$ cat src/rtl/mem_access_pkg.sv
// mem_access_pkg: shared op codes, FSM encoding and default sizes for the memory access unit
package mem_access_pkg;
  localparam int DATA_W_DEF   = 16;
  localparam int ADDR_W_DEF   = 6;
  localparam int MEM_LAST_DEF = 50;
  typedef enum logic [1:0] {OP_FETCH = 2'b00, OP_LOAD = 2'b01, OP_STORE = 2'b10, OP_RSVD = 2'b11} op_e;
  typedef enum logic [1:0] {S_IDLE = 2'b00, S_ACCESS = 2'b01, S_RESP = 2'b10} state_e;
endpackage

$ cat src/rtl/mem_req_check.sv
// mem_req_check: flags illegal requests (op_i op code, addr_i address -> illegal_o)
module mem_req_check
  import mem_access_pkg::*;
#(
  parameter int ADDR_W   = ADDR_W_DEF,
  parameter int MEM_LAST = MEM_LAST_DEF
) (
  input  op_e               op_i,
  input  logic [ADDR_W-1:0] addr_i,
  output logic              illegal_o
);
  assign illegal_o = (op_i == OP_RSVD) | ((op_i == OP_FETCH) & addr_i[0]) | (32'(addr_i) > MEM_LAST);
endmodule

$ cat src/rtl/mem_access_unit.sv
// mem_access_unit: single-outstanding fetch/load/store sequencer (req_* in, resp_* out, IR/MDR regs, memory port)
module mem_access_unit
  import mem_access_pkg::*;
#(
  parameter int DATA_W   = DATA_W_DEF,
  parameter int ADDR_W   = ADDR_W_DEF,
  parameter int MEM_LAST = MEM_LAST_DEF
) (
  input  logic              clk,
  input  logic              reset,
  input  logic              req_valid,
  output logic              req_ready,
  input  logic [1:0]        req_op,
  input  logic [ADDR_W-1:0] req_addr,
  input  logic [DATA_W-1:0] req_wdata,
  output logic              resp_valid,
  output logic              resp_err,
  output logic [DATA_W-1:0] instr_reg,
  output logic [DATA_W-1:0] mem_data_reg,
  output logic              memWrite,
  output logic [ADDR_W-1:0] memAdr,
  output logic [DATA_W-1:0] writeData,
  input  logic [DATA_W-1:0] readData
);
  state_e            state_q, state_d;
  op_e               op_q;
  logic [ADDR_W-1:0] addr_q;
  logic [DATA_W-1:0] wdata_q, ir_q, mdr_q;
  logic              illegal;
  mem_req_check #(.ADDR_W(ADDR_W), .MEM_LAST(MEM_LAST)) u_check (
    .op_i      (op_q),
    .addr_i    (addr_q),
    .illegal_o (illegal)
  );
  always_ff @(posedge clk)
    state_q <= reset ? S_IDLE : state_d;
  always_comb begin
    state_d = state_q == S_IDLE   ? (req_valid ? S_ACCESS : S_IDLE) :
              state_q == S_ACCESS ? S_RESP : S_IDLE;
  end
  // Outputs are gated by reset so an in-flight transaction is aborted the moment reset rises.
  always_comb begin
    req_ready  = (state_q == S_IDLE) & ~reset;
    memWrite   = (state_q == S_ACCESS) & (op_q == OP_STORE) & ~illegal & ~reset;
    resp_valid = (state_q == S_RESP) & ~reset;
    resp_err   = resp_valid & illegal;
  end
  always_ff @(posedge clk) begin
    if (reset) begin
      op_q    <= OP_FETCH;
      addr_q  <= '0;
      wdata_q <= '0;
      ir_q    <= '0;
      mdr_q   <= '0;
    end else begin
      if (req_valid & req_ready) begin
        op_q    <= op_e'(req_op);
        addr_q  <= req_addr;
        wdata_q <= req_wdata;
      end
      if ((state_q == S_ACCESS) & ~illegal & (op_q == OP_FETCH)) ir_q <= readData;
      if ((state_q == S_ACCESS) & ~illegal & (op_q == OP_LOAD)) mdr_q <= readData;
    end
  end
  assign memAdr       = addr_q;
  assign writeData    = wdata_q;
  assign instr_reg    = ir_q;
  assign mem_data_reg = mdr_q;
endmodule

$ cat config.mk
export PLATFORM = sky130hd
export DESIGN_NAME = mem_access_unit
export DESIGN_NICKNAME = d
export VERILOG_FILES = /design/src/rtl/mem_access_pkg.sv /design/src/rtl/mem_req_check.sv /design/src/rtl/mem_access_unit.sv
export SDC_FILE = /design/constraint.sdc
export NUM_CORES = 1
export LEC_CHECK = 0
export ABC_AREA = 1
export CORE_MARGIN = 2
export CORE_UTILIZATION = 35
export CTS_BUF_LIST = sky130_fd_sc_hd__clkbuf_16
export DETAILED_ROUTE_END_ITERATION = 16
export GPL_ROUTABILITY_DRIVEN = 0
export PLACE_DENSITY = 0.7
export SLEW_MARGIN = 20
export SYNTH_ARGS = -nofsm -noshare
export SYNTH_HDL_FRONTEND = slang
export SYNTH_SLANG_ARGS = --single-unit
$ cat constraint.sdc
create_clock -name clk -period 1.85 [get_ports clk]
set_input_delay 0.185 -clock clk [delete_from_list [all_inputs] [get_ports clk]]
set_output_delay 0.185 -clock clk [all_outputs]
set_load 0.1 [all_outputs]
; ---- After elaboration in Yosys (flattened, before gate mapping)
; Index checks and enable logic that the tools add are counted.
[op_classes]
magnitude_cmp = 1
eq_ne = 5
mux = 3
bitwise_logic = 15
reduce_logical = 2
[op_table]
columns = operator, count
row1 = 1-bit AND, 11
row2 = "2-bit equality test, second input constant", 3
row3 = "6-bit greater-than comparator, second input constant", 1
row4 = "2-bit by 1-bit equality test with 1-bit output, second input constant", 2
row5 = 2-bit logical NOT, 2
row6 = 2-bit 2-to-1 mux, 2
row7 = 1-bit NOT, 2
row8 = 1-bit OR, 2
row9 = 1-bit 2-to-1 mux, 1
[word_totals]
ff_bits = 58
in_bits = 43
output_inout_bits = 58
word_cells = 32

; ---- Longest topological paths before layout
; Gate-level depths: netlist of the first run.
[depth]
ltp_word = 7
depth_mapped = 8
mapped_depth_nobuf = 7

; ---- Cells and area by module
; Synthesis of the first run repeated with hierarchy kept, for this count alone.
[hier_totals]
cells_unflattened = 373
hier_area_um2 = 2493.6
[modules_own_cells]
columns = mod, n_inst, cells_each, area_per_inst_um2, seq_area_each_um2
row1 = mem_access_unit, 1, 360, 2444.8, 1161.1
row2 = mem_req_check, 1, 13, 48.8, 0.0

; ---- Least setup slack after synthesis of the first run
; No wires, ideal clock.
[synth_timing]
path_type = reg-to-output
start = register state_q[1]
end = output port resp_err
arrival_time_ps = 4093
t_required_ps = 1665
setup_slack_ps = -2428
path_stages_with_launch = 4
n_path_buf = 0
cell_sequence = dfxtp_1 nand2_1 nor2_1 a21boi_0
[synth_between]
elab_chain_len = 3
[synth_rtl]
columns = element, line
row1 = from (decl), mem_access_unit.sv:25  ; state_e state_q, state_d;
row2 = from (signal assigned), mem_access_unit.sv:36  ; state_q <= reset ? S_IDLE : state_d;
row3 = 2-bit equality test, mem_access_unit.sv:45  ; resp_valid = (state_q == S_RESP) & ~reset;
row4 = 1-bit AND, mem_access_unit.sv:45
row5 = named net resp_valid, mem_access_unit.sv:16  ; output logic resp_valid,
row6 = 1-bit AND, mem_access_unit.sv:46  ; resp_err = resp_valid & illegal;
row7 = to (decl), mem_access_unit.sv:17  ; output logic resp_err,
; The timed path passes the listed nets, and every way through them passes these cells.

; ---- Worst setup path after layout of the first run
[layout_timing]
start = register op_q[1]
end = output port memWrite
[layout_between]
elab_chain_len = 7
word_cells_on_any_way = 10
cone_classes = eq/ne: 2 / bitwise: 7 / reduce/logical: 1
[layout_rtl]
columns = element, line
row1 = from (decl), mem_access_unit.sv:26  ; op_e op_q;
row2 = from (signal assigned), mem_access_unit.sv:57  ; op_q <= op_e'(req_op);
row3 = 2-bit logical NOT, mem_req_check.sv:12  ; assign illegal_o = (op_i == OP_RSVD) | ((op_i == OP_FETCH) & addr_i[0]) | (32'(addr_i) > MEM_LAST);
row4 = 1-bit AND, mem_req_check.sv:12
row5 = 1-bit OR (2 in a row), mem_req_check.sv:12
row6 = 1-bit NOT, mem_access_unit.sv:44  ; memWrite = (state_q == S_ACCESS) & (op_q == OP_STORE) & ~illegal & ~reset;
row7 = 1-bit AND (*) (2 in a row), mem_access_unit.sv:44
row8 = to (decl), mem_access_unit.sv:20  ; output logic memWrite,
; Mark *: on every way between the ends. The rest lies on a longest branch, timed or not.

==> impl_metrics.json, run 1 <==
{
  "status": "finished, final reports clean",
  "finalSetupViolCount": 0,
  "io_pins": 101,
  "critPathSlowestCell": "dfxtp_1",
  "fin_cells": 513,
  "wl_per_cell_um": 11.08,
  "num_vias": 2274,
  "start_kind": "register",
  "grt_usage": 0.1634,
  "avgSynthCellArea_um2": 7.074,
  "p_seq_frac": 0.377,
  "fmax_ghz": 0.5831,
  "top_layer_used": "met4",
  "dp_cells": 497,
  "synthArstFlopShare": 0,
  "skew_ns": 0.003994,
  "post-cts-setup-buffers": 0,
  "critPathMaxFanout": 5,
  "internal_power_uw": 2413,
  "die_height_um": 85.92,
  "clk_pin_slew_ns": 0.05,
  "root_buffer": "clkbuf_16",
  "critPathTopFamily": "flip-flops",
  "multiInputGateArea_um2": 963.4,
  "design_area_mm2": 0.003568,
  "grt-ovfl-total": 0,
  "ant_nets": 0,
  "power.density_mw_per_mm2": 1005,
  "antenna_found_initial": 0,
  "wl_um": 5684,
  "comb_power_share": 0.230,
  "wl_met3_um": 725,
  "crit_arrival_ns": 1.53,
  "seq_area_mm2": 0.001170,
  "crit_buf_inv": 1,
  "num-fill-cells": 611,
  "cts_resized": 0,
  "max_stage_delay_ns": 0.40,
  "dieWidth_um": 85.92,
  "dr_wl_met2_um": 2246,
  "dp_slack_ns": 0.1128,
  "grt_max_degree": 33,
  "leakagePower_uw": 0.001734,
  "htree_num_levels": 3,
  "cts_hold_buf": 0,
  "dr.pass1.iters": 4,
  "yosysTopAreaCell": "dfxtp_1",
  "diodes": 0,
  "vias_per_cell": 4.433,
  "fin_crit_ns": 1.715,
  "critPathRequiredTime_ns": 1.66,
  "ys_top_cells_by_count": "nand2_1, nor2_1, dfxtp_1",
  "vdd_ir_drop_max_mv": 0.5372,
  "path_class": "reg -> out",
  "dieArea_mm2": 0.007381,
  "drc": 0,
  "area_growth_pct": 51.94,
  "wl_met1_um": 2618,
  "final_util": 0.5556,
  "hold_class": "in -> reg",
  "synth_flop_cell": "dfxtp_1",
  "worst_slack_ns": 0.1350,
  "yosysSeqAreaShare": 0.4944,
  "netlist_top_cells_area": "dfxtp_1, nand2_1, nor2_1",
  "cts_tree": "done",
  "ys_warn_count": 0,
  "swShare": 0.3272,
  "hold_viol_final": 0,
  "hpwl_um": 3991,
  "synth_top_area_share": 0.4944,
  "drv_cap": 0,
  "rsz0062_at_grt": "no",
  "grt_pass1_vias": 2144,
  "synth-seq-cells": 58,
  "layout.nets": 474,
  "drt-initial-drc-count": 35,
  "core_area_mm2": 0.006422,
  "share_clk_of_total_power": 0.393,
  "place.port_buffers": 100,
  "syn_inst": 332,
  "cts_buffers": 9,
  "start_util": 0.3657,
  "grt_first_pass_wirelength_um": 9439,
  "synth_nets": 375,
  "synth_edf_count": 0,
  "clk_latency_ns": 0.32,
  "clockBufferDepth": 2,
  "crit_chain": "nor2_2, a21oi_4, nand3_1, nor2_4, buf_12",
  "synth_area_mm2": 0.002349,
  "numClockSinks": 58,
  "worstMarginPinSlew_ns": 0.4758,
  "synth.most_common_cell": "nand2_1",
  "slew_headroom": 0.6822,
  "fin_crit_sh": 0.9270,
  "end_kind": "output port",
  "rows": 29,
  "place_area_mm2": 0.003313,
  "p_switching_uw": 1174,
  "drive_gt1_frac": 0.2133,
  "yosysUniqueCellTypes": 21,
  "slew_viol_final": 0
}
==> layout make-up <==
cell class / count / area share
clock buffer: 9 / 0.06311
sequential: 58 / 0.3278
multi-input combinational: 220 / 0.2700
tap: 77 / 0.02700
inverter: 38 / 0.04137
clock inverter: 7 / 0.008415
timing repair buffer: 104 / 0.2623
==> worst min-delay path, cell delays in order <==
cell and delay, ns:
clkdlybuf4s50_1 0.40, nand2_1 0.06, a21oi_1 0.05
==> per-layer routing <==
| layer | global-route usage | vias to the layer above |
|---|---|---|
| met3 | 0.09143 | 10 |
| met4 | 0.06494 | 0 |
| met2 | 0.2382 | 97 |
| li1 | - | 1184 |
| met5 | 0 | - |
| met1 | 0.1995 | 983 |
==> cell usage in the layout (no fill, tap or decap), drive strengths merged <==
master,synthesis,routed
nand2,117,117
nor2,70,70
buf,14,62
dfxtp,58,58
clkdlybuf4s50,0,42
inv,37,40
a21oi,25,25
clkbuf,2,9
clkinv,1,5
nand3,2,2
nand4,2,2
nor3,2,2
a21boi,1,1
o21ai,1,1
==> logic make-up after synthesis <==
family,Yosys count,synth area share
AND/OR/NAND/NOR,193,0.3356
buffers and inverters,54,0.1065
flip-flops,58,0.4944
AO/OA/AOI/OAI,27,0.06340
==> through the flow <==
stage | setup TNS, ns | hold slack [ns] | power [uW]
6_report | 0 | 0.4174 | 3587
5_1_grt | 0 | 0.4270 | 3747
4_1_cts | 0 | 0.4063 | 3632
3_5_place_dp | 0 | 0.4559 | 2207
3_3_place_gp | 0 | 0.4518 | 2199
2_1_floorplan | -0.7836 | 0.3199 | 1985
==> power groups by stage <==
stage	Clock, uW	Sequential, uW	Combinational, uW
global route	1510	1360	873
detailed placement	0	1380	829
floorplan	0	1780	201
finish	1410	1350	824
global placement	0	1380	822
CTS	1450	1350	831
==> final timing paths <==
| path | from | slack (ns) | cells after the start | to |
|---|---|---|---|---|
| worst max register to register | memAdr[2] | 0.27 | 6 | mem_data_reg[9] |
| worst min-delay path | req_addr[5] | 0.42 | 3 | memAdr[5] |
| worst min register to register | writeData[4] | 0.46 | 2 | writeData[4] |
| worst max-delay path | op_q[1] | 0.14 | 5 | memWrite |
Power figures use the tool's default switching activity.
==> run 2: changes to the inputs <==
- CORE_ASPECT_RATIO: unset -> 0.6
==> impl_metrics.json, run 2 (synthesis gave the netlist of run 1 again) <==
{
  "dieWidth_um": 109.8,
  "clk_latency_ns": 0.32,
  "design_area_mm2": 0.003674,
  "drc": 0,
  "start_kind": "register",
  "final_cell_mix": "nand2_1, nor2_1, buf_4",
  "max_stage_delay_ns": 0.43,
  "diodes": 0,
  "rows": 23,
  "die_height_um": 67.45,
  "dp_cells": 508,
  "hold_class": "in -> reg",
  "grt_pass1_vias": 2048,
  "start_util": 0.3564,
  "fin_cells": 525,
  "place_area_mm2": 0.003333,
  "hold_viol_final": 0,
  "setup_total_negative_slack_ns": 0,
  "path_class": "reg -> out",
  "layout.nets": 476,
  "antenna_found_initial": 0,
  "drv_cap": 0,
  "grt-ovfl-total": 0,
  "area_growth_pct": 56.42,
  "grt_max_degree": 33,
  "power.total_uw": 4034,
  "leakagePower_uw": 0.001768,
  "numClockSinks": 58,
  "dieArea_mm2": 0.007403,
  "drt-initial-drc-count": 130,
  "fin_crit_ns": 1.751,
  "fin_crit_sh": 0.9467,
  "power.density_mw_per_mm2": 1098,
  "wl_um": 6000,
  "crit_chain": "nor2_2, a21oi_4, nand3_1, nor2_4, buf_12",
  "cts_tree": "done",
  "status": "finished, final reports clean",
  "num_vias": 2237,
  "worstMarginPinSlew_ns": 0.4940,
  "crit_arrival_ns": 1.57,
  "slew_viol_final": 0,
  "htree_num_levels": 3,
  "skew_ns": 0.004262,
  "critPathRequiredTime_ns": 1.66,
  "drive_gt1_frac": 0.2215,
  "clockBufferDepth": 2,
  "root_buffer": "clkbuf_16",
  "vdd_ir_drop_max_mv": 0.5236,
  "fin_hold_ws_ns": 0.4171,
  "slew_headroom": 0.6700,
  "finalSetupViolCount": 0,
  "critPathTopFamily": "flip-flops",
  "final_common_cell": "nand2_1",
  "ant_nets": 0,
  "critPathSlowestCell": "dfxtp_1",
  "place.port_buffers": 100,
  "dr.pass1.iters": 4,
  "grt_first_pass_wirelength_um": 9473,
  "critPathMaxFanout": 5,
  "crit_buf_inv": 1,
  "core_area_mm2": 0.006590,
  "internal_power_uw": 2838,
  "end_kind": "output port",
  "swShare": 0.2963,
  "clk_pin_slew_ns": 0.05,
  "grt_usage": 0.1717,
  "wl_per_cell_um": 11.43,
  "io_pins": 101,
  "rrSetupSlack_ns": 0.18,
  "vias_per_cell": 4.261,
  "p_seq_frac": 0.336,
  "comb_power_share": 0.205,
  "cts_buffers": 9,
  "p_switching_uw": 1195,
  "hpwl_um": 4281,
  "share_clk_of_total_power": 0.459,
  "fmax_ghz": 0.5710
}
## run 2: changes by cell type in the layout (fill, tap and decap cells not counted)
cell,previous run,this run
inv_1,39,36
clkinv_1,1,2
buf_4,58,60
clkinv_2,3,2
bufinv_16,0,3
## run 2: per-layer routing
layer | global-route usage | part of all wire
met2 | 0.2708 | 0.45
met3 | 0.04826 | 0.047
met1 | 0.2138 | 0.49
met4 | 0.09494 | 0.017
met5 | 0 | 0
## run 2: power groups by stage
| stage | Sequential (uW) | Clock (uW) | Combinational [uW] |
|---|---|---|---|
| final | 1350 | 1850 | 829 |
| after detailed placement | 1380 | 0 | 830 |
| after floorplan | 1780 | 0 | 201 |
| after global placement | 1380 | 0 | 824 |
| after global routing | 1360 | 1950 | 875 |
| after CTS | 1360 | 1890 | 832 |
## run 2: what timing repair did
action	CTS	global route
hold buffers	0	0
buffers inserted	0	1
setup endpoints to repair	0	1
resized for setup	0	0
## run 2: metrics by stage
step | utilization | worst slack (ns)
3_3_place_gp | 0.5058 | 0.1278
2_1_floorplan | - | -0.04303
5_1_grt | 0.5574 | -0.001287
4_1_cts | 0.5563 | 0.06234
3_5_place_dp | 0.5058 | 0.06252
6_report | 0.5574 | 0.09855
## run 2: path summary, 6_finish.rpt
kind         cells after the start              end         start
max                              5         memWrite       op_q[1]
min                              3     writeData[1]  req_wdata[1]
max reg2reg                      5  mem_data_reg[0]       op_q[1]
min reg2reg                      2     writeData[1]  writeData[1]
## run 2: worst register-to-register path, cell delays in order, from the launching register on
cell	delay [ns]
dfxtp_1	0.43
nor2_2	0.11
a21oi_4	0.24
nand4_4	0.43
nor2_1	0.28
nor2_1	0.07
## run 2: cell type report
type	instances	area, um2
Inverter	38	147.6
Sequential cell	58	1170
Tap cell	87	108.9
Multi-Input combinational cell	220	963.4
Clock inverter	7	107.6
Clock buffer	9	225.2
Fill cell	622	2917
Timing Repair Buffer	106	950.9
==> run 3: changes to the inputs <==
- CORE_MARGIN: 2 -> 5
- CORE_UTILIZATION: 35 -> 40
- PLACE_DENSITY: 0.7 -> 0.78
==> impl_metrics.json, run 3 (synthesis gave the netlist of run 1 again) <==
{
  "dp_cells": 499,
  "leakagePower_uw": 0.001724,
  "cp.depth": 5,
  "vdd_ir_drop_max_mv": 0.7693,
  "critPathSlowestCell": "dfxtp_1",
  "status": "finished, final reports clean",
  "diodes": 0,
  "layout.nets": 473,
  "final_cell_mix": "nand2_1, nor2_1, buf_4",
  "clk_pin_slew_ns": 0.05,
  "final_common_cell": "nand2_1",
  "critPathRequiredTime_ns": 1.66,
  "dieWidth_um": 108.9,
  "rrSetupSlack_ns": 0.22,
  "vias_per_cell": 4.282,
  "r2r-start": "op_q[1]",
  "ant_nets": 0,
  "power.total_uw": 3776,
  "p_seq_frac": 0.359,
  "fin_crit_ns": 1.756,
  "wl_um": 5985,
  "r2r_end": "mem_data_reg[7]",
  "reg2reg_depth": 6,
  "core_area_mm2": 0.005623,
  "cts_buffers": 9,
  "drc": 0,
  "io_pins": 101,
  "grt_pass1_vias": 2199,
  "rsz0062_at_grt": "no",
  "fin_cells": 515,
  "hold_viol_final": 0,
  "drive_gt1_frac": 0.2230,
  "wl_per_cell_um": 11.62,
  "path_class": "reg -> out",
  "hpwl_um": 4430,
  "internal_power_uw": 2569,
  "root_buffer": "clkbuf_16",
  "fin_crit_sh": 0.9491,
  "numClockSinks": 58,
  "slew_headroom": 0.6877,
  "power.density_mw_per_mm2": 1047,
  "worstMarginPinSlew_ns": 0.4676,
  "rows": 21,
  "post-cts-setup-buffers": 0,
  "fmax_ghz": 0.5696,
  "crit_buf_inv": 1,
  "drt-initial-drc-count": 82,
  "grt_first_pass_wirelength_um": 10470,
  "hold_class": "in -> reg",
  "critPathTopFamily": "flip-flops",
  "max_stage_delay_ns": 0.42,
  "swShare": 0.3195,
  "comb_power_share": 0.218,
  "startpoint": "op_q[1]",
  "dieArea_mm2": 0.007554,
  "design_area_mm2": 0.003607,
  "place_area_mm2": 0.003309,
  "drv_cap": 0,
  "final_util": 0.6415,
  "start_kind": "register",
  "start_util": 0.4177,
  "fin_hold_ws_ns": 0.4162,
  "p_switching_uw": 1206,
  "num_vias": 2205,
  "crit_arrival_ns": 1.57,
  "slew_viol_final": 0,
  "finalSetupViolCount": 0,
  "antenna_found_initial": 0,
  "skew_ns": 0.003168,
  "cts_hold_buf": 0,
  "grt_usage": 0.1711,
  "grt_max_degree": 33,
  "crit_chain": "nor2_2, a21oi_4, nand3_1, nor2_4, buf_12",
  "end_kind": "output port",
  "share_clk_of_total_power": 0.423,
  "place.port_buffers": 100,
  "num-fill-cells": 537,
  "htree_num_levels": 3,
  "clk_latency_ns": 0.31,
  "grt-ovfl-total": 0,
  "dr.pass1.iters": 4,
  "critPathMaxFanout": 5,
  "area_growth_pct": 53.60,
  "clockBufferDepth": 2,
  "crit_end": "memWrite",
  "die_height_um": 69.36,
  "cts_tree": "done"
}
==> run 3: cell types whose count changed in the layout (fill, tap and decap cells not counted) <==
cell / previous run / this run
clkinvlp_4: 0 / 4
buf_4: 60 / 57
bufinv_16: 3 / 1
clkinv_1: 2 / 0
nand2_1: 116 / 115
nand2_2: 1 / 2
==> run 3: routing by layer <==
metal | global-route usage | share of wire | up-vias
li1 | - | - | 1180
met1 | 0.2279 | 0.49 | 958
met2 | 0.2633 | 0.45 | 61
met3 | 0.05488 | 0.057 | 6
met4 | 0.05042 | 0.010 | 0
met5 | 0 | 0 | -
==> run 3: worst min path at each step <==
stage,slack [ns],from,to,cells past startpoint
5_1_grt,0.42,req_addr[5],memAdr[5],3
4_1_cts,0.40,req_addr[5],memAdr[5],3
2_1_floorplan,0.32,readData[0],instr_reg[0],2
3_3_place_gp,0.45,writeData[13],writeData[13],2
3_5_place_dp,0.46,writeData[14],writeData[14],2
6_report,0.42,req_addr[5],memAdr[5],3
==> run 3: worst reg2reg max path: stages, from the launching register on <==
cell and delay (ns):
dfxtp_1 0.42, nor2_2 0.11, a21oi_4 0.25, nand4_4 0.42, nand2_1 0.18, nand2_1 0.06, nor2_1 0.13
==> run 3: cell type report <==
class                      instances  area (um2)  area share
tap                               80       100.1     0.02775
clock buffer                       9       225.2     0.06243
multi-input combinational        220       965.9      0.2678
sequential                        58        1170      0.3243
timing repair buffer             103       928.4      0.2574
clock inverter                     7       70.07     0.01942
inverter                          38       147.6     0.04093
==> run 3: metrics by stage <==
step	worst slack (ns)	TNS, ns
after global placement	0.1474	0
after floorplan	-0.04303	-0.7836
final	0.09423	0
after detailed placement	0.05626	0
after CTS	0.06628	0
after global routing	0.004237	0
==> run 3: power groups by stage <==
| stage | clock network [uW] | registers, uW | logic, uW |
|---|---|---|---|
| finish | 1600 | 1350 | 824 |
| global route | 1710 | 1360 | 871 |
| CTS | 1630 | 1350 | 829 |
| detailed placement | 0 | 1380 | 827 |
| global placement | 0 | 1380 | 820 |
| floorplan | 0 | 1780 | 201 |
==> run 3: what timing repair did <==
| action | CTS | global route |
|---|---|---|
| resized for setup | 0 | 1 |
| endpoints found under the hold margin | 0 | 0 |
| setup endpoints to repair | 0 | 1 |
